==> src/rtl/number_sprite.sv <==
// number_sprite
//   Draws one digit image (out of NUM_IMAGES stored back-to-back in an
//   external image ROM) at a requested screen position, optionally magnified
//   by 2^SCALE_LOG2, with optional colour-key transparency and blinking.
//
//   Position/digit changes are requested with load_req and only take effect
//   at the next frame start (hcount==0 && vcount==0), so a sprite never tears
//   mid-frame.
//
// Ports
//   pixel_clk, reset        : clock, asynchronous active-high reset
//   hcount, vcount          : current raster position
//   x, y, digit, load_req   : placement request (digit must be < NUM_IMAGES)
//   blink_en, trans_en      : blink / transparency enables (levels)
//   load_ack, load_err      : one-cycle pulses: request applied / rejected
//   rom_addr, rom_data      : image ROM (palette index back one cycle later)
//   pal_addr, pal_data      : palette ROM (colour back one cycle later)
//   pixel, pixel_valid      : output colour, 3 cycles after hcount/vcount

module number_sprite #(
    parameter int         WIDTH           = 150,
    parameter int         HEIGHT          = 150,
    parameter int         NUM_IMAGES      = 10,
    parameter int         SCALE_LOG2      = 0,
    parameter int         ADDR_W          = 18,
    parameter logic [7:0] TRANSPARENT_IDX = 8'h00,
    parameter int         BLINK_FRAMES    = 30
) (
    input  logic              pixel_clk,
    input  logic              reset,
    input  logic [10:0]       hcount,
    input  logic [9:0]        vcount,
    input  logic [10:0]       x,
    input  logic [9:0]        y,
    input  logic [3:0]        digit,
    input  logic              load_req,
    input  logic              blink_en,
    input  logic              trans_en,
    output logic              load_ack,
    output logic              load_err,
    output logic [ADDR_W-1:0] rom_addr,
    input  logic [7:0]        rom_data,
    output logic [7:0]        pal_addr,
    input  logic [23:0]       pal_data,
    output logic [23:0]       pixel,
    output logic              pixel_valid
);

    localparam logic [11:0] SPAN_X = 12'(WIDTH << SCALE_LOG2);
    localparam logic [11:0] SPAN_Y = 12'(HEIGHT << SCALE_LOG2);
    localparam int          BW     = (BLINK_FRAMES > 1) ? $clog2(BLINK_FRAMES) : 1;
    localparam logic [BW-1:0] BLINK_LAST = BW'(BLINK_FRAMES - 1);

    typedef enum logic {IDLE, PENDING} state_t;

    state_t      state, next_state;
    logic        capture, apply, reject;
    logic        frame_start, digit_ok;

    logic [10:0] sx, ax;
    logic [9:0]  sy, ay;
    logic [3:0]  sdigit, adigit;

    logic [BW-1:0] blink_cnt;
    logic          phase_on;
    logic          win1, win2;

    logic [11:0] hc, vc, axw, ayw, col, row;
    logic        in_win;
    logic [ADDR_W-1:0] img_addr;

    assign frame_start = (hcount == 11'd0) && (vcount == 10'd0);
    assign digit_ok    = 32'(digit) < NUM_IMAGES;

    // Load FSM state register
    always_ff @(posedge pixel_clk or posedge reset) begin
        if (reset) state <= IDLE;
        else       state <= next_state;
    end

    // Load FSM decisions. A legal request arriving on a frame-start cycle
    // while PENDING is captured after the old shadow has been applied, so
    // the FSM stays PENDING for it.
    always_comb begin
        next_state = state;
        capture    = 1'b0;
        apply      = 1'b0;
        reject     = 1'b0;
        case (state)
            IDLE: begin
                if (load_req) begin
                    if (digit_ok) begin
                        capture    = 1'b1;
                        next_state = PENDING;
                    end else begin
                        reject = 1'b1;
                    end
                end
            end
            PENDING: begin
                if (load_req) begin
                    if (digit_ok) capture = 1'b1;
                    else          reject  = 1'b1;
                end
                if (frame_start) begin
                    apply = 1'b1;
                    if (!(load_req && digit_ok)) next_state = IDLE;
                end
            end
            default: next_state = IDLE;
        endcase
    end

    // Shadow/active placement registers and the request handshake pulses
    always_ff @(posedge pixel_clk or posedge reset) begin
        if (reset) begin
            sx       <= '0;
            sy       <= '0;
            sdigit   <= '0;
            ax       <= '0;
            ay       <= '0;
            adigit   <= '0;
            load_ack <= 1'b0;
            load_err <= 1'b0;
        end else begin
            if (apply) begin
                ax     <= sx;
                ay     <= sy;
                adigit <= sdigit;
            end
            if (capture) begin
                sx     <= x;
                sy     <= y;
                sdigit <= digit;
            end
            load_ack <= apply;
            load_err <= reject;
        end
    end

    // Blink phase: toggles every BLINK_FRAMES frame starts; disabled means
    // permanently on with the counter parked at zero.
    always_ff @(posedge pixel_clk or posedge reset) begin
        if (reset) begin
            blink_cnt <= '0;
            phase_on  <= 1'b1;
        end else if (!blink_en) begin
            blink_cnt <= '0;
            phase_on  <= 1'b1;
        end else if (frame_start) begin
            if (blink_cnt == BLINK_LAST) begin
                blink_cnt <= '0;
                phase_on  <= ~phase_on;
            end else begin
                blink_cnt <= blink_cnt + 1'b1;
            end
        end
    end

    // Window test and ROM address, done in 12 bits so the far edge of a
    // sprite placed near the right/bottom of the raster cannot wrap.
    assign hc  = {1'b0, hcount};
    assign vc  = {2'b0, vcount};
    assign axw = {1'b0, ax};
    assign ayw = {2'b0, ay};

    assign in_win = (hc >= axw) && (hc < axw + SPAN_X) &&
                    (vc >= ayw) && (vc < ayw + SPAN_Y);

    assign col = (hc - axw) >> SCALE_LOG2;
    assign row = (vc - ayw) >> SCALE_LOG2;

    assign img_addr = ADDR_W'(adigit) * ADDR_W'(WIDTH * HEIGHT)
                    + ADDR_W'(row) * ADDR_W'(WIDTH)
                    + ADDR_W'(col);

    // Three-stage pixel pipeline: image ROM address, palette address,
    // final colour. rom_addr is only updated inside the window.
    always_ff @(posedge pixel_clk or posedge reset) begin
        if (reset) begin
            rom_addr    <= '0;
            win1        <= 1'b0;
            pal_addr    <= '0;
            win2        <= 1'b0;
            pixel       <= '0;
            pixel_valid <= 1'b0;
        end else begin
            if (in_win) rom_addr <= img_addr;
            win1     <= in_win;
            pal_addr <= rom_data;
            win2     <= win1 && !(trans_en && (rom_data == TRANSPARENT_IDX));
            if (win2 && phase_on) begin
                pixel       <= pal_data;
                pixel_valid <= 1'b1;
            end else begin
                pixel       <= '0;
                pixel_valid <= 1'b0;
            end
        end
    end

endmodule

==> config.mk <==
export PLATFORM = sky130hd
export DESIGN_NAME = number_sprite
export DESIGN_NICKNAME = d
export VERILOG_FILES = /design/src/rtl/number_sprite.sv
export SDC_FILE = /design/constraint.sdc
export NUM_CORES = 1
export LEC_CHECK = 0
export CORE_MARGIN = 2
export CORE_UTILIZATION = 49
export CTS_CLUSTER_SIZE = 30
export DETAILED_ROUTE_END_ITERATION = 10
export PLACE_DENSITY = 0.74
export SLEW_MARGIN = 20
export SYNTH_ARGS = -nofsm -noshare
export SYNTH_HDL_FRONTEND = slang
export SYNTH_SLANG_ARGS = --single-unit
==> constraint.sdc <==
create_clock -name pixel_clk -period 8.3 [get_ports pixel_clk]
set_input_delay 2.49 -clock pixel_clk [delete_from_list [all_inputs] [get_ports pixel_clk]]
set_output_delay 2.49 -clock pixel_clk [all_outputs]
set_load 0.05 [all_outputs]
==> metrics <==
total placed instance area ~0.011 mm2; pin slew with the least headroom to its limit 1062 ps; Hold Worst Slack 481.8 ps; mean post-synth cell area 10.40 um2; DIE AREA 0.01875 mm2; end-of-flow core utilization 68.40%; number of top-level design ports 136; placeable core area roughly 0.017 mm2; slowest cell delay on critical path 530 ps; count of buffering cells on the critical path with inverters included 5; number of synthesis warnings 0; first-pass GRT wire length between 30000 and 40000 um; port bufs 135; count of unique library cells instantiated by Yosys 57; number of enable flip-flop cells after synthesis 0; Final GP Congestion 0.8536; XOR/XNOR Fraction of Synth Area approximately 6.7%; most used flip-flop cell after synthesis sky130_fd_sc_hd__dfrtp_1; asr flop ratio synth 100.0%; power density cells 289.2 mW/mm2; cell type with the highest aggregate area in the netlist sky130_fd_sc_hd__dfrtp_1; CTS root buf sky130_fd_sc_hd__clkbuf_16; setup repair after global routing missed its margin yes; total power draw 3.421 mW; initial core utilization 50.07%; filler cell count in the final layout 1338; complex-gate fraction of the synthesized area about an eighth; Final setup violation count 0; Worst EP required around 8500 ps; Yosys top cell area share 32.08%; headroom to the max-slew limit 29.03%; library cell contributing the largest single delay on the critical path sky130_fd_sc_hd__fa_1; count of inserted antenna diode cells 0; Max-cap violations 0; area taken by flip-flops and latches 0.002804 mm2; synthesized-area fraction occupied by and/or/nand/nor cells about a tenth; slack of the critical path between 70 and 80 ps; average wire length per cell after detail routing 15.34 um; Mapped Cells between 800 and 900; TritonCTS Sinks 112; buffer depth of the longest clock path 2; Die Y-Extent 136.9 um; kind of cell adding the most delay to the critical path adder cells; remaining antenna violation count after routing 0; met2 WL slightly below 10000 um; critical setup path kind in2reg; total half-perimeter wirelength after legalization and detailed placement 15680 um; drt drc 0; clk slew on worst S/H paths 80 ps; kind of start point of the critical path primary input; number of vias per cell 5.283; main combinational cell family by area after synthesis adder cells; share of layout cells above drive strength 1 22.69%; setup slack after placement -795.8 ps; clock skew after layout 15.29 ps; max layer used met4; Final period util between 90 and 100%; Setup crit end kind register; Data arrival, critical path 8470 ps; kind of path behind the tightest hold check reg2reg; sequential-to-total area share from yosys stat 32.38%; mux cell area share after synthesis between 6 and 7%; die span in x 136.9 um; post-detailed-routing wire length between 15000 and 20000 um; top cells by area, synth sky130_fd_sc_hd__dfrtp_1 (32%), sky130_fd_sc_hd__ha_1 (18%), sky130_fd_sc_hd__fa_1 (8.3%); number of pins exceeding their max-slew limit in the final report 0; Final Cell Area roughly 0.012 mm2; # rows 48; crit path max fanout 4; clock tree from TritonCTS done; initial antenna violation count 0; largest vdd supply drop 0.4327 mV; length of routed wiring on met1 8898 um; Highest Clock Rate 121.5 MHz; CTS H-Tree Depth 3; total routing resource utilization after global routing 22.02%; initial drt markers 238; static leakage 5.688 nW; most frequent standard cell in the layout excluding fill and tap cells sky130_fd_sc_hd__clkdlybuf4s50_1; number of nets in the final layout 1312; overall via count from detail_route 6847; Post-Layout Cell Count 1296; Mapped Area roughly 0.0087 mm2; most frequent cells in the layout sky130_fd_sc_hd__clkdlybuf4s50_1 (129), sky130_fd_sc_hd__dfrtp_1 (111), sky130_fd_sc_hd__ha_1 (105), sky130_fd_sc_hd__buf_4 (95), sky130_fd_sc_hd__inv_1 (91); minimum period implied by the final worst setup slack 8229 ps; Multi-input gate area 0.005928 mm2; number of search-and-repair iterations in the first detailed-routing pass 4; Synth Register Bits 112; TNS Setup 0 ps; hold violation total from the final report 0; area overhead of the layout relative to synthesis 36.61%; maximum number of pins on one net before global-route repair 75; clock latency on the worst-skew pair 360 ps; routed length on met3 680 um; outcome complete, no violations; number of placed instances with taps included about 1300; CTS Buf Count 9; fraction of the mapped netlist area in adder cells 26.67%; via count of the first global-routing pass 7013; Synth Net Count ~1100; remaining global-route overflow 0
## tightest hold or removal path, stage by stage, from the launching register on
cell,delay [ps]
sky130_fd_sc_hd__dfrtp_1,350
sky130_fd_sc_hd__nand2_1,50
sky130_fd_sc_hd__o21ai_0,60
## kinds of logic after synthesis
| logic type | count (synthesis) |
|---|---|
| xor+xnor | 66 |
| simple gates | 164 |
| fa+ha+maj | 163 |
| flops | 112 |
| compound gates | 169 |
| buf+inv | 111 |
| mux | 48 |
## sequential cells by signal, indices dropped and copies added, names as in the netlist, 5 cells and up
signal / flops
rom_addr: 18
blink_cnt: 5
pal_addr: 8
ax: 11
sy: 10
ay: 10
pixel: 24
sx: 11
## power by group
group	leakage, nW	switching, mW	internal [mW]
Sequential	1.37	0.0104	0.566
Clock	0.160	0.229	0.248
Combinational	4.16	1.04	1.33
Total	5.69	1.28	2.14
## final cells by class
type                            instances  share of cell area [%]
Multi-Input combinational cell        610                   50.11
Sequential cell                       112                   23.70
Timing Repair Buffer                  234                   17.87
Inverter                               99                   3.162
Tap cell                              225                   2.380
Clock buffer                            9                   1.904
Clock inverter                          7                  0.8673
## cells in the mapped netlist (6+ instances only)
library cell,count
sky130_fd_sc_hd__mux2_2,39
sky130_fd_sc_hd__ha_1,127
sky130_fd_sc_hd__xnor2_1,50
sky130_fd_sc_hd__and3_1,28
sky130_fd_sc_hd__xor2_1,16
sky130_fd_sc_hd__nor3_1,14
sky130_fd_sc_hd__nor2b_1,14
sky130_fd_sc_hd__a21o_1,18
sky130_fd_sc_hd__nand2b_1,6
sky130_fd_sc_hd__fa_1,36
sky130_fd_sc_hd__o21ai_0,50
sky130_fd_sc_hd__nand2_1,38
sky130_fd_sc_hd__mux2_4,7
sky130_fd_sc_hd__nand4_1,8
sky130_fd_sc_hd__a211oi_1,8
sky130_fd_sc_hd__nor2_1,27
sky130_fd_sc_hd__o21a_1,13
sky130_fd_sc_hd__dfrtp_1,111
sky130_fd_sc_hd__inv_1,98
sky130_fd_sc_hd__a31oi_1,6
sky130_fd_sc_hd__clkbuf_1,11
sky130_fd_sc_hd__a21oi_1,36
## routing by layer
layer	vias up	GRT usage (%)
met2	115	36.68
met1	3311	29.58
li1	3389	-
met4	0	6.644
met5	-	0
met3	32	3.481
## repair_timing
item / in CTS / in global routing
pin swaps: 37 / 40
endpoints found under the setup margin: 5 / 5
setup buffers: 2 / 6
resized for setup: 24 / 30
hold buffers: 0 / 0
## path summary, 6_finish.rpt
path                            from            to  slack, ps  cells past startpoint
hold reg to reg                sy[1]         ay[1]        480                      2
setup / recovery           vcount[0]  rom_addr[17]         70                     29
setup reg to reg               ay[1]  rom_addr[17]       1770                     31
max in group asynchronous      reset         ay[0]       4510                      3
hold / removal                 sy[1]         ay[1]        480                      2
min in group asynchronous      reset     pixel[17]       2500                      2
Note: power is estimated with default switching activity, not from simulation.
==> edit (same flow settings) <==
The output `load_err` loses its register stage (`load_err` becomes a continuous assignment). Comments in the files are not updated.
--- a/src/rtl/number_sprite.sv
+++ b/src/rtl/number_sprite.sv
@@ -121,7 +121,6 @@
             ay       <= '0;
             adigit   <= '0;
             load_ack <= 1'b0;
-            load_err <= 1'b0;
         end else begin
             if (apply) begin
                 ax     <= sx;
@@ -134,9 +133,10 @@
                 sdigit <= digit;
             end
             load_ack <= apply;
-            load_err <= reject;
         end
     end
+
+    assign load_err = reject;
 
     // Blink phase: toggles every BLINK_FRAMES frame starts; disabled means
     // permanently on with the counter parked at zero.
Formal check against the unedited RTL: not equivalent (a bounded check fails within 4 cycles, from zero or initial values and one cycle with reset high).
==> edit against the original RTL <==
Final cell count rose by 0.39%. Sequential cell count fell by 1. Die area fell by 0.28%. Design area rose by 0.17%. Hold slack got worse by 3.7 ps. Synthesized area fell by 0.29%. Worst setup slack got worse by 58 ps. Power rose by 0.43%. Critical path type unchanged. Wire length fell by 0.80%. Synthesized cell count fell by 0.12%. Critical endpoint unchanged.
==> edit: results (changes against the original RTL) <==
[synthesis]
synth_commonest_cells = ha_1, dfrtp_1, inv_1
synth_area_leaders = dfrtp_1, ha_1, fa_1, mux2_2, xnor2_1
synth_xor_area_frac = 0.0669  ; +0.000193
synth.top_cell.area_share = 0.319  ; -0.00197
syn_nets = 1078  ; -0.093%
muxShareOfSynthArea = 0.0654  ; +0.000189
synthAdderAreaFrac = 0.267  ; +0.000773
synthFlopType = dfrtp_1
postSynthAreaPerCell_um2 = 10.4  ; -0.17%
synth_compound_area_frac = 0.129  ; +0.000372
ys_seq_area_frac = 0.322  ; -0.00196
synthArstFlopShare = 1.00  ; unchanged

[global_routing]
grt_pass1_wl_mm = 32.1  ; -3.1%
grt_pass1_vias = 6847  ; -2.4%
gr-usage-all-layers = 0.217  ; -0.00332
antenna_found_initial = 0  ; unchanged
grt_max_degree = 59  ; -21%

[worst_hold_path]
hold_end = ax[6]
hp-start = sx[6]
hold_depth = 2  ; unchanged

[power]
p_leak_nw = 5.68  ; -0.19%
ir_worst_vdd_uv = 424  ; -2.1%

[worst_setup_path]
critPathCapture = rom_addr[17]
r2r_slack_ps = 1640  ; -130 ps
cp.arrival_ps = 8540  ; +70 ps
r2r_start = ay[1]
cpLargestDelayFamily = adder cells
crit_start = vcount[0]
slowest_delay_ps = 520
slowest_stage = fa_1
r2r_cells = 32  ; +3.2%

[place]
hpwl_mm = 15.8  ; +0.72%
pre_cts_slack_ps = -939  ; -143 ps
gp_congestion = 0.884  ; +3.5%
port_buffers = 135  ; unchanged
placed_cells = 1272  ; +0.079%
placed_area_mm2 = 0.0112  ; about the same

[layout]
regArea_mm2 = 0.00278  ; -0.89%
nNetsFinal = 1317  ; +0.38%
fillCellCount = 1289  ; -3.7%
antennaDiodeCount = 0  ; unchanged
drive_above_1_share = 0.235  ; +0.00824
largestRegisters = pixel x24, rom_addr x18

[clock_tree]
clk_pin_slew_ps = 80  ; about the same
cts_root_buffer = clkbuf_16
post_cts_resized = 30  ; +25%
postCtsSetupBuffers = 8  ; +6
clockBufferDepth = 2  ; unchanged

[route]
wl_per_cell_um = 15.2  ; -1.2%
num_vias = 6863  ; +0.23%
drt-initial-drc-count = 300  ; +26%
vias_per_cell = 5.28  ; -0.15%

[timing]
fin_crit_sh = 0.998  ; +0.00704
finClkSkew_ps = 9.32  ; -5.97 ps
slew_headroom = 0.312  ; +0.0217

[outcome]
outcome = complete, no violations

## edit: changes by cell type after synthesis
cell / delta
dfrtp_1: -1
## edit: where the power goes
group          internal (W)  switching (W)  total (W)
clock              0.000219       0.000219   0.000438
combinational       0.00136        0.00107    0.00243
sequential         0.000560      0.0000103   0.000571
## edit: area by class of cell
class,count,area share
Multi-Input combinational cell,610,0.503
Sequential cell,111,0.235
Timing Repair Buffer,240,0.181
Inverter,99,0.0318
Tap cell,225,0.0238
Clock buffer,10,0.0202
Clock inverter,6,0.00517
## edit: routing by layer
metal | track usage | share of wire | up-vias
li1 | - | - | 3395
met1 | 0.283 | 0.46 | 3343
met2 | 0.375 | 0.51 | 102
met3 | 0.0389 | 0.022 | 23
met4 | 0.0509 | 0.014 | 0
met5 | 0 | 0 | -
## edit: per-stage QoR
step	TNS, ps	hold slack [ps]
2_1_floorplan	0	444
3_3_place_gp	-3380	457
3_5_place_dp	-4590	464
4_1_cts	0	482
5_1_grt	-435	503
6_report	0	478
